[src/rtl/btb_upd_ctrl.sv]
// sync_fifo: small first-in first-out store with a synchronous clear.
// Latency: the head is visible combinationally; a push shows up at the head one cycle later.
// Backpressure: full/empty flags; a push while full or a pop while empty is ignored.
module sync_fifo #(
    parameter int W = 8,
    parameter int D = 4
) (
    input  logic         clk,
    input  logic         reset,
    input  logic         clr,
    input  logic         push,
    input  logic [W-1:0] wdat,
    input  logic         pop,
    output logic [W-1:0] rdat,
    output logic         full,
    output logic         empty
);
    localparam int PW = $clog2(D);
    localparam logic [PW:0] FULL_CNT = (PW+1)'(D);

    logic [W-1:0]  mem [D];
    logic [PW-1:0] wr_ptr;
    logic [PW-1:0] rd_ptr;
    logic [PW:0]   count;
    logic          do_push;
    logic          do_pop;

    assign full    = (count == FULL_CNT);
    assign empty   = (count == '0);
    assign do_push = push & ~full & ~clr;
    assign do_pop  = pop & ~empty & ~clr;
    assign rdat    = mem[rd_ptr];

    // Pointers and occupancy; clear discards all stored entries.
    always_ff @(posedge clk or posedge reset) begin
        if (reset) begin
            wr_ptr <= '0;
            rd_ptr <= '0;
            count  <= '0;
        end else if (clr) begin
            wr_ptr <= '0;
            rd_ptr <= '0;
            count  <= '0;
        end else begin
            if (do_push) wr_ptr <= wr_ptr + 1'b1;
            if (do_pop)  rd_ptr <= rd_ptr + 1'b1;
            count <= count + {{PW{1'b0}}, do_push} - {{PW{1'b0}}, do_pop};
        end
    end

    // Storage write; contents need no reset since occupancy gates every read.
    always_ff @(posedge clk) begin
        if (do_push) mem[wr_ptr] <= wdat;
    end
endmodule

// btb_upd_ctrl: serializes commit training events onto the BTB training port; sequences invalidate sweeps.
// Latency: bypass 1 cycle commit-to-strobe; queued entries drain one per cycle; a sweep lasts BTB_D cycles.
// Backpressure: upd_stall while the FIFO is full (events then are dropped); training held off during a sweep.
// Build option: define BTB_JUMP_FILTER_EN to discard correctly predicted jumps before they are queued.
module btb_upd_ctrl #(
    parameter int ADDR   = 32,
    parameter int BTB_D  = 32,
    parameter int QDEPTH = 4
) (
    input  logic                     clk,
    input  logic                     reset,
    input  logic                     br_commit_,
    input  logic                     br_taken_,
    input  logic                     br_miss_,
    input  logic                     jump_commit_,
    input  logic                     jump_miss_,
    input  logic [ADDR-1:0]          com_addr,
    input  logic [ADDR-1:0]          com_tar_addr,
    input  logic                     inv_req_,
    output logic                     upd_stall,
    output logic                     sweep_busy,
    output logic                     btb_br_commit_,
    output logic                     btb_br_taken_,
    output logic                     btb_br_miss_,
    output logic                     btb_jump_commit_,
    output logic                     btb_jump_miss_,
    output logic [ADDR-1:0]          btb_com_addr,
    output logic [ADDR-1:0]          btb_com_tar_addr,
    output logic                     btb_inv_,
    output logic [$clog2(BTB_D)-1:0] btb_inv_idx
);
    localparam int IW = $clog2(BTB_D);
    localparam logic [IW-1:0] LAST_IDX = IW'(BTB_D - 1);

    typedef enum logic {RUN = 1'b0, SWEEP = 1'b1} state_t;

    typedef struct packed {
        logic            jump;
        logic            taken_;
        logic            miss_;
        logic [ADDR-1:0] addr;
        logic [ADDR-1:0] tar;
    } entry_t;

    state_t        state;
    state_t        state_nxt;
    logic [IW-1:0] sweep_idx;
    entry_t        ev_dat;
    entry_t        head_dat;
    entry_t        issue_dat;
    logic          ev_vld;
    logic          push;
    logic          pop;
    logic          issue_vld;
    logic          fifo_clr;
    logic          fifo_full;
    logic          fifo_empty;
    logic          inv_req;

    assign inv_req     = ~inv_req_;
    assign upd_stall   = fifo_full;
    assign sweep_busy  = (state == SWEEP);
    assign btb_inv_    = (state != SWEEP);
    assign btb_inv_idx = sweep_idx;

`ifdef BTB_JUMP_FILTER_EN
    // Correctly predicted jumps teach the BTB nothing; drop them before they take FIFO space.
    assign ev_vld = ~br_commit_ | (~jump_commit_ & ~jump_miss_);
`else
    assign ev_vld = ~br_commit_ | ~jump_commit_;
`endif

    // Pack the incoming commit into a queue entry; a jump carries no taken flag.
    always_comb begin
        ev_dat.jump   = br_commit_;
        ev_dat.taken_ = br_commit_ ? 1'b1 : br_taken_;
        ev_dat.miss_  = br_commit_ ? jump_miss_ : br_miss_;
        ev_dat.addr   = com_addr;
        ev_dat.tar    = com_tar_addr;
    end

    sync_fifo #(
        .W ($bits(entry_t)),
        .D (QDEPTH)
    ) u_fifo (
        .clk   (clk),
        .reset (reset),
        .clr   (fifo_clr),
        .push  (push),
        .wdat  (ev_dat),
        .pop   (pop),
        .rdat  (head_dat),
        .full  (fifo_full),
        .empty (fifo_empty)
    );

    // State register.
    always_ff @(posedge clk or posedge reset) begin
        if (reset) state <= RUN;
        else       state <= state_nxt;
    end

    // Next state and queue control: invalidate wins, sweep only queues, run drains before bypassing.
    always_comb begin
        state_nxt = state;
        push      = 1'b0;
        pop       = 1'b0;
        issue_vld = 1'b0;
        fifo_clr  = 1'b0;
        if (inv_req) begin
            state_nxt = SWEEP;
            fifo_clr  = 1'b1;
        end else if (state == SWEEP) begin
            push = ev_vld & ~fifo_full;
            if (sweep_idx == LAST_IDX) state_nxt = RUN;
        end else if (!fifo_empty) begin
            pop       = 1'b1;
            issue_vld = 1'b1;
            push      = ev_vld & ~fifo_full;
        end else begin
            issue_vld = ev_vld;
        end
    end

    assign issue_dat = pop ? head_dat : ev_dat;

    // Sweep index: restarts on every invalidate request, steps once per sweep cycle.
    always_ff @(posedge clk or posedge reset) begin
        if (reset)               sweep_idx <= '0;
        else if (inv_req)        sweep_idx <= '0;
        else if (state == SWEEP) sweep_idx <= sweep_idx + 1'b1;
    end

    // BTB training registers: strobes are idle unless an entry issues this cycle.
    always_ff @(posedge clk or posedge reset) begin
        if (reset) begin
            btb_br_commit_   <= 1'b1;
            btb_br_taken_    <= 1'b1;
            btb_br_miss_     <= 1'b1;
            btb_jump_commit_ <= 1'b1;
            btb_jump_miss_   <= 1'b1;
            btb_com_addr     <= '0;
            btb_com_tar_addr <= '0;
        end else begin
            btb_br_commit_   <= ~(issue_vld & ~issue_dat.jump);
            btb_br_taken_    <= ~(issue_vld & ~issue_dat.jump) | issue_dat.taken_;
            btb_br_miss_     <= ~(issue_vld & ~issue_dat.jump) | issue_dat.miss_;
            btb_jump_commit_ <= ~(issue_vld & issue_dat.jump);
            btb_jump_miss_   <= ~(issue_vld & issue_dat.jump) | issue_dat.miss_;
            if (issue_vld) begin
                btb_com_addr     <= issue_dat.addr;
                btb_com_tar_addr <= issue_dat.tar;
            end
        end
    end
endmodule

[config.mk]
export PLATFORM = sky130hd
export DESIGN_NAME = btb_upd_ctrl
export DESIGN_NICKNAME = d
export VERILOG_FILES = /design/src/rtl/btb_upd_ctrl.sv
export SDC_FILE = /design/constraint.sdc
export NUM_CORES = 1
export LEC_CHECK = 0
export CAP_MARGIN = 20
export CORE_MARGIN = 2
export CORE_UTILIZATION = 41
export DETAILED_ROUTE_END_ITERATION = 7
export PLACE_DENSITY = 0.62
export SYNTH_ARGS = -nofsm -noshare
export SYNTH_HDL_FRONTEND = slang
export SYNTH_SLANG_ARGS = --single-unit
[constraint.sdc]
create_clock -name clk -period 4.1 [get_ports clk]
set_clock_uncertainty 0.05 [all_clocks]
set_input_delay 0.615 -clock clk [delete_from_list [all_inputs] [get_ports clk]]
set_output_delay 0.615 -clock clk [all_outputs]
set_load 0.01 [all_outputs]
Word-level counts from Yosys, hierarchy flattened --
Memories as Yosys holds them, arrays and structs flattened. Cells that the tools add are included.
Word-level totals: bits of input ports 72, bits in writable memories 268, memories 1, register bits after elaboration 82, output and inout port bits 77, logic and storage cells 67
Cells by class: mux-type cells 24, equal/unequal tests 5, $add $sub $neg 5, bitwise gates (word level) 19, reduce and logical (&&, ||, !) cells 1
Memory list:
- u_fifo.mem | depth 4, bits a word 67, read ports 1, clocked after memory_dff 0, write ports 1, RTL line 21 | logic [W-1:0] mem [D];
Operators with widths (count):
- 2-to-1 mux 67 bit | 1
- 2-to-1 mux 1 bit | 16
- 2-to-1 mux 5 bit | 2
- 2-to-1 mux 2 bit | 4
- inverter 1 bit | 8
- bitwise AND 1 bit | 7
- inequality test 2 x 1 -> 1 bit, second input constant | 3
- adder 5 x 1 -> 5 bit, second input constant | 1
- == test 5 bit, second input constant | 1
- adder 2 x 1 -> 2 bit, second input constant | 2
- OR 1 bit | 4
- adder 3 x 1 -> 3 bit | 1
- == test 3 bit, second input constant | 1
- logical NOT 3 bit | 1
- 2-to-1 mux 3 bit | 1
- subtractor 3 x 1 -> 3 bit | 1

Logic depth before layout (Yosys ltp) --
Gate-level depths: netlist of run 1.
depth in word-level cells 11, depth in mapped cells 12, gate-level depth less buffers 10

By module --
A second synthesis of run 1 with hierarchy kept.
Second synthesis, totals: cells, all modules 743, area total of the unflattened synthesis 13779.5 um^2
By module, submodules not included:
- sync_fifo | area an instance 10146.0 um^2, seq. area each 8222.9 um^2, instances 1, cells an instance 399
- btb_upd_ctrl | area an instance 3633.5 um^2, seq. area each 1883.1 um^2, instances 1, cells an instance 344

Worst setup path before layout of run 1 --
OpenSTA, ideal clock, no wires.
path type reg2reg, from register state (netlist: sweep_busy), to memory u_fifo.mem[0][0] in the netlist's numbering, enable pin, period minus slack after synthesis 3.139 ns, slack 0.961 ns, buffers on the path 1, cell stages (with the launch flop) 6, setup time 0.432 ns, required time 3.618 ns, arrival 2.657 ns, cell sequence dfrtp_1 > buf_2 > nor2b_1 > o31ai_1 > nor2_1 > and2_1
Between the ends: word-level cells in the longest chain between the ends 6
Ends and longest elaborated chain:
- start: declaration | RTL line 101 | state_t state;
- start signal: assignment | RTL line 156 | else state <= state_nxt;
- 2-to-1 mux 1 bit | RTL line 169 | end else if (state == SWEEP) begin
- 2-to-1 mux 1 bit | RTL line 166 | if (inv_req) begin
- bitwise AND 1 bit (2 in series) | RTL line 30 | assign do_push = push & ~full & ~clr;
- 2-to-1 mux 1 bit | RTL line 53 | if (do_push) mem[wr_ptr] <= wdat;
- 2-to-1 mux 1 bit (not written as such) | RTL line 53
- end: declaration | RTL line 21
Every way passes these cells.

Final worst setup path of run 1 --
from input port br_commit_, to memory u_fifo.mem[0][41] in the netlist's numbering, enable pin
Between the ends: word-level cells in the longest chain between the ends 10
Ends and longest elaborated chain:
- start: declaration | RTL line 68 | input logic br_commit_,
- inverter 1 bit * | RTL line 126 | assign ev_vld = ~br_commit_ | ~jump_commit_;
- OR 1 bit * | RTL line 126
- bitwise AND 1 bit * | RTL line 170, 175
- 2-to-1 mux 1 bit | RTL line 172 | end else if (!fifo_empty) begin
- 2-to-1 mux 1 bit * | RTL line 169
- 2-to-1 mux 1 bit * | RTL line 166
- bitwise AND 1 bit * (2 in series) | RTL line 30
- 2-to-1 mux 1 bit * | RTL line 53
- 2-to-1 mux 1 bit (not written as such) * | RTL line 53
Mark *: on every way between the ends. The rest lies on a longest branch, timed or not.

==> results of run 1 <==
cell usage in the layout (no fill, tap or decap), types with 5 or more instances in the layout:
cell,n
dfstp_2,5
clkdlybuf4s50_1,148
clkbuf_16,40
buf_4,6
clkbuf_8,8
edfxtp_1,268
mux2i_1,67
mux4_2,67
dfrtp_1,75
nand2_1,5
buf_12,6
nor2_1,77
ha_1,8
clkbuf_1,10
a21oi_1,67
inv_1,7
stage by stage:
stage          hold slack [ns]  worst slack (ns)  power, mW  cell area, um2  std cells
6_report                 0.449              1.52       8.32           16900       1361
5_1_grt                  0.491              1.37       8.66           16900       1360
4_1_cts                  0.479              1.49       8.43           16900       1358
3_5_place_dp             0.467             0.980       4.96           15600       1289
3_3_place_gp             0.458              1.02       4.95           15600       1289
2_1_floorplan            0.492             0.961       4.60           13500        726
state kept, by name (all words and copies together), names as in the netlist:
signal and flops:
btb_com_addr 32, btb_br_commit_ 1, btb_jump_commit_ 1, btb_br_taken_ 1
u_fifo.rd_ptr 2, btb_jump_miss_ 1, btb_br_miss_ 1, btb_inv_idx 5
u_fifo.wr_ptr 2, sweep_busy 1, btb_com_tar_addr 32, u_fifo.mem 268
u_fifo.count 3
synthesized netlist by cell type (all sizes together):
cell type    n  area share [%]
a21oi       67             2.5
a31oi        1           0.046
and2         5            0.23
and2b        1           0.055
and3         1           0.046
buf         28             1.3
clkbuf      11            0.30
dfrtp       77              14
dfstp        5            0.97
edfxtp     268              59
fa           1            0.15
ha           8            0.74
inv          9            0.25
mux2         1           0.083
mux2i       67             5.0
mux4        67              11
nand2        6            0.18
nand2b       1           0.046
nand3        2           0.074
nand4        1           0.046
nor2        77             2.1
nor2b        1           0.046
nor3         4            0.15
nor3b        1           0.055
nor4         1           0.046
o21ai        4            0.15
o31ai        1           0.055
or2          1           0.046
or3          2            0.13
xnor2        3            0.19
xor2         4            0.26
power by group:
part / leakage [nW] / switching (mW) / internal [mW]
Clock: 0.632 / 1.31 / 2.13
Sequential: 3.45 / 0.0800 / 4.12
Combinational: 1.59 / 0.358 / 0.316
Total: 5.67 / 1.75 / 6.57
layout make-up:
type	instances	area, um2
Fill cell	2630	15600
Timing Repair Buffer	162	1700
Tap cell	442	553
Clock inverter	11	143
Antenna cell	1	2.50
Inverter	9	38.8
Sequential cell	350	10100
Clock buffer	58	1150
Multi-Input combinational cell	328	3210
per-layer routing:
metal	vias to the layer above	wire length [um]	track usage, %
li1	3157	-	-
met1	3350	12300	22.1
met2	181	11900	24.2
met3	40	1450	3.52
met4	0	466	3.69
met5	-	0	0
cell families after synthesis:
| kind of cell | Yosys count |
|---|---|
| AO/OA/AOI/OAI | 73 |
| XOR/XNOR | 7 |
| adder cells (fa/ha/maj) | 9 |
| buffers and inverters | 48 |
| flip-flops | 350 |
| multiplexers | 135 |
| AND/OR/NAND/NOR | 104 |
path summary, 6_finish.rpt:
kind | start | end | depth (start not counted)
min in group clk | btb_com_tar_addr[0]$_DFFE_PP0P_ | btb_com_tar_addr[0]$_DFFE_PP0P_ | 2
min | reset | btb_com_addr[4]$_DFFE_PP0P_ | 2
max in group asynchronous | reset | btb_com_tar_addr[5]$_DFFE_PP0P_ | 4
min reg2reg | btb_com_tar_addr[0]$_DFFE_PP0P_ | btb_com_tar_addr[0]$_DFFE_PP0P_ | 2
max | br_commit_ | u_fifo.mem[0][41]$_DFFE_PP_ | 6
max reg2reg | sweep_busy$_DFF_PP0_ | u_fifo.mem[0][41]$_DFFE_PP_ | 5
==> impl_metrics.toml, run 1 <==
[timing]
worst-slew-pin-transition_ns = 0.919
rsz0062_at_grt = "no"
max_freq_mhz = 388
relSlewSlack_pct = 38.7
layout_min_cycle_time_ns = 2.58
setup_tns_ns = 0
finalHoldViolCount = 0
period_share_pct = 62.9
drv_slew = 0
final-setup-viol-count = 0

[route]
num_vias = 6728
via_per_inst = 4.94
drt_iter0_markers = 584
drc = 0
routedWlPerCell_um = 19.2
dr.pass1.iters = 4
wl_um = 26100
ant_nets = 0

[yosys]
synth_top_family_by_area = "multiplexers"
ys_seq_area_share_pct = 74.6
syn-num-nets = 807
synth_warnings = 0
synth-simple-area-share_pct = 3.29
synth_compound_area_share_pct = 2.73
synth_xor_xnor_area_share_pct = 0.453
synth-seq-cells = 350
synth.area.mux_share_pct = 16.2
syn-cell-area_um2 = 13500
yosysUniqueCellTypes = 37
synthCells = 726
synthAdderAreaFrac_pct = 0.887
syn_area_per_cell_um2 = 18.7

[outcome]
outcome = "finished clean"

[clock_network]
tritoncts = "built"
clk_pin_slew_ns = 0.06
clkLatencyLatePin_ns = 0.51
numCtsBuffers = 38
htreeDepth = 2
cts_root_buf = "clkbuf_16"
post_cts_buffers = 0
cts_buffer_depth = 3
cts_sinks = 350
cts_hold_buf = 0
cts_resized = 0

[global_route]
grt_max_degree = 77
track_usage_pct = 15.5
grt_overflow = 0
first_global_vias = 7018
antenna_found_initial = 1
grt_pass1_wl_um = 40600

[setup_path]
cp.required_ns = 4.24
crit_path_cell_trace = "clkdlybuf4s50_1, nand2_1, o31ai_1, nor2_1, and2_4, buf_12"
cp_slowest_cell = "clkdlybuf4s50_1"
rrSetupSlack_ns = 1.65
cp.arrival_ns = 2.72
path_buf_inv = 2
worst-setup-path-type = "primary input to register"
worst_setup_path_start_kind = "primary input"
critPathCaptureType = "register"
crit_family = "simple AND/OR/NAND/NOR gates"
cp_max_fo = 35
slowest_delay_ns = 0.61

[floorplan]
coreArea_um2 = 32500
initial_utilization_pct = 41.6
die_w_um = 186
die_y_um = 186
rows = 66
die-area_um2 = 34500
io_pins = 149

[power_and_ir_drop]
power.density_nw_per_um2 = 492
p_leak_nw = 5.67
ir_worst_vdd_mv = 0.250

[flow_run]
maxCapViolations = 0

[min_path]
hold_class = "primary input to async pin"

[placement]
gp_routability_congestion = 0.791
hpwl_um = 15600
numPortBuffers = 148

[finish]
layout-drive-gt1-share_pct = 17.1
syn_to_final_growth_pct = 24.9
nets = 970
utilization_pct = 52.0
No activity file was read; power rests on OpenSTA's default activity.
==> inputs of run 2 (changes only) <==
Clock period 4.1 ns to 2.65 ns, I/O delays scaled along.
==> run 2 against run 1 <==
  * Via count is 3.3% higher
  * Hold slack worse by 0.18 ns
  * Final area is 1.5% higher
  * Register-to-register slack worse by 1.3 ns
  * Critical path type is now register to register
==> impl_metrics.toml, run 2 (synthesized netlist as in run 1, its figures left out) <==
[placement]
numPortBuffers = 148
hpwl_um = 16700
gp_routability_congestion = 0.770

[timing]
setup_tns_ns = 0
worst-slew-pin-transition_ns = 0.639
max_freq_mhz = 433
finalHoldViolCount = 0
layout_min_cycle_time_ns = 2.31
relSlewSlack_pct = 57.1
final-setup-viol-count = 0
rsz0062_at_grt = "no"
period_share_pct = 87.2
drv_slew = 0

[global_route]
antenna_found_initial = 4
grt_use_met3_pct = 3.95
track_usage_pct = 16.2
busiest_layer = "met2"
grt_overflow = 0
gr-usage-met2_pct = 25.3
first_global_vias = 7420
met1_usage_pct = 23.4
grt_max_degree = 87
grt_pass1_wl_um = 42600

[power_and_ir_drop]
switching_power_mw = 2.73
internal_power_mw = 10.2
p_clk_share_pct = 40.9
p_leak_nw = 5.79
ir_worst_vdd_mv = 0.561
p_seq_share_pct = 50.5
power.density_nw_per_um2 = 750
power_frac_comb_pct = 8.6
switching_share_pct = 21.2

[setup_path]
worst-setup-path-type = "register to register"
path_buf_inv = 3
cp_max_fo = 5
crit_family = "adder cells"
slowest_delay_ns = 0.44
cp.arrival_ns = 2.65
cp.required_ns = 2.99
worst_setup_path_start_kind = "register"
critPathCaptureType = "register"
cp_slowest_cell = "or3_4"
crit_path_cell_trace = "or3_4, nand2_2, inv_4, ha_1, inv_1, ha_1, inv_1, fa_1, xnor2_1, nor2_1"

[finish]
final_cell_mix = "edfxtp_1 (268), clkdlybuf4s50_1 (148), nor2_1 (77)"
largest_register_ffs = 268
layout-drive-gt1-share_pct = 18.9
top_register = "u_fifo.mem"
utilization_pct = 52.8
final_common_cell = "edfxtp_1"
syn_to_final_growth_pct = 26.8
nets = 987
largestRegisters = "u_fifo.mem: 268 flops, btb_com_addr: 32 flops, btb_com_tar_addr: 32 flops"

[route]
via_per_inst = 5.05
dr.pass1.iters = 6
drt_iter0_markers = 408
ant_nets = 0
drc = 0
num_vias = 6953
routedWlPerCell_um = 19.6
wl_um = 27100

[clock_network]
cts_resized = 0
post_cts_buffers = 0
clk_pin_slew_ns = 0.06
htreeDepth = 2
cts_root_buf = "clkbuf_16"
cts_sinks = 350
cts_hold_buf = 0
tritoncts = "built"
numCtsBuffers = 38
cts_buffer_depth = 3
clkLatencyLatePin_ns = 0.51

[floorplan]
coreArea_um2 = 32500
die_w_um = 186
die_y_um = 186
initial_utilization_pct = 41.6
rows = 66
die-area_um2 = 34500
io_pins = 149

[flow_run]
maxCapViolations = 0

[min_path]
hold_class = "primary input to async pin"

[outcome]
outcome = "finished clean"
==> run 2: cell count changes in the layout (fill, tap and decap cells not counted), moves of 2 or more <==
| cell | delta |
|---|---|
| buf_12 | +14 |
| buf_4 | +5 |
| clkbuf_1 | -5 |
| clkinv_2 | +4 |
| inv_6 | -3 |
| buf_16 | -2 |
| clkinv_1 | +2 |
==> run 2: per-layer routing <==
| metal | routed length [um] | share of wire, % |
|---|---|---|
| met5 | 26 | 0.096 |
| met4 | 397 | 1.5 |
| met3 | 1500 | 5.5 |
| met2 | 12500 | 46 |
| met1 | 12700 | 47 |
==> run 2: layout make-up <==
cell class | count | area, um2
flip-flops and latches | 350 | 10100
clock buffers | 54 | 1150
fillers | 2619 | 15400
diodes | 1 | 2.50
inverters | 9 | 38.8
clock inverters | 15 | 130
repair buffers | 179 | 1960
well taps | 442 | 553
multi-input cells | 328 | 3210
==> run 2: metrics by stage <==
stage                     hold slack, ns  power [mW]  setup WS, ns  cells  area, um2
final                              0.271        12.9         0.340   1378      17200
after global routing               0.327        13.4         0.242   1377      17200
after CTS                          0.285        13.0         0.340   1377      17200
after detailed placement           0.465        7.75         0.196   1308      15900
after global placement             0.457        7.73         0.217   1308      15900
after floorplan                    0.432        7.10         0.102    726      13500
==> run 2: worst paths after layout <==
| check | startpoint | slack (ns) | cells after the start | end |
|---|---|---|---|---|
| max in group asynchronous | reset | 1.63 | 3 | btb_com_tar_addr[14]$_DFFE_PP0P_ |
| min in group clk | btb_com_addr[16]$_DFFE_PP0P_ | 0.47 | 2 | btb_com_addr[16]$_DFFE_PP0P_ |
| min | reset | 0.27 | 2 | btb_com_tar_addr[27]$_DFFE_PP0P_ |
| min reg2reg | btb_com_addr[16]$_DFFE_PP0P_ | 0.47 | 2 | btb_com_addr[16]$_DFFE_PP0P_ |
| max | u_fifo.count[2]$_DFF_PP0_ | 0.34 | 10 | u_fifo.count[2]$_DFF_PP0_ |
| max reg2reg | u_fifo.count[2]$_DFF_PP0_ | 0.34 | 10 | u_fifo.count[2]$_DFF_PP0_ |
==> run 2: power by group through the flow <==
stage	combinational (mW)	sequential, mW	clock, mW
floorplan	0.476	6.63	0
global placement	1.12	6.61	0
detailed placement	1.13	6.62	0
CTS	1.14	6.51	5.40
global route	1.22	6.54	5.64
finish	1.11	6.51	5.27
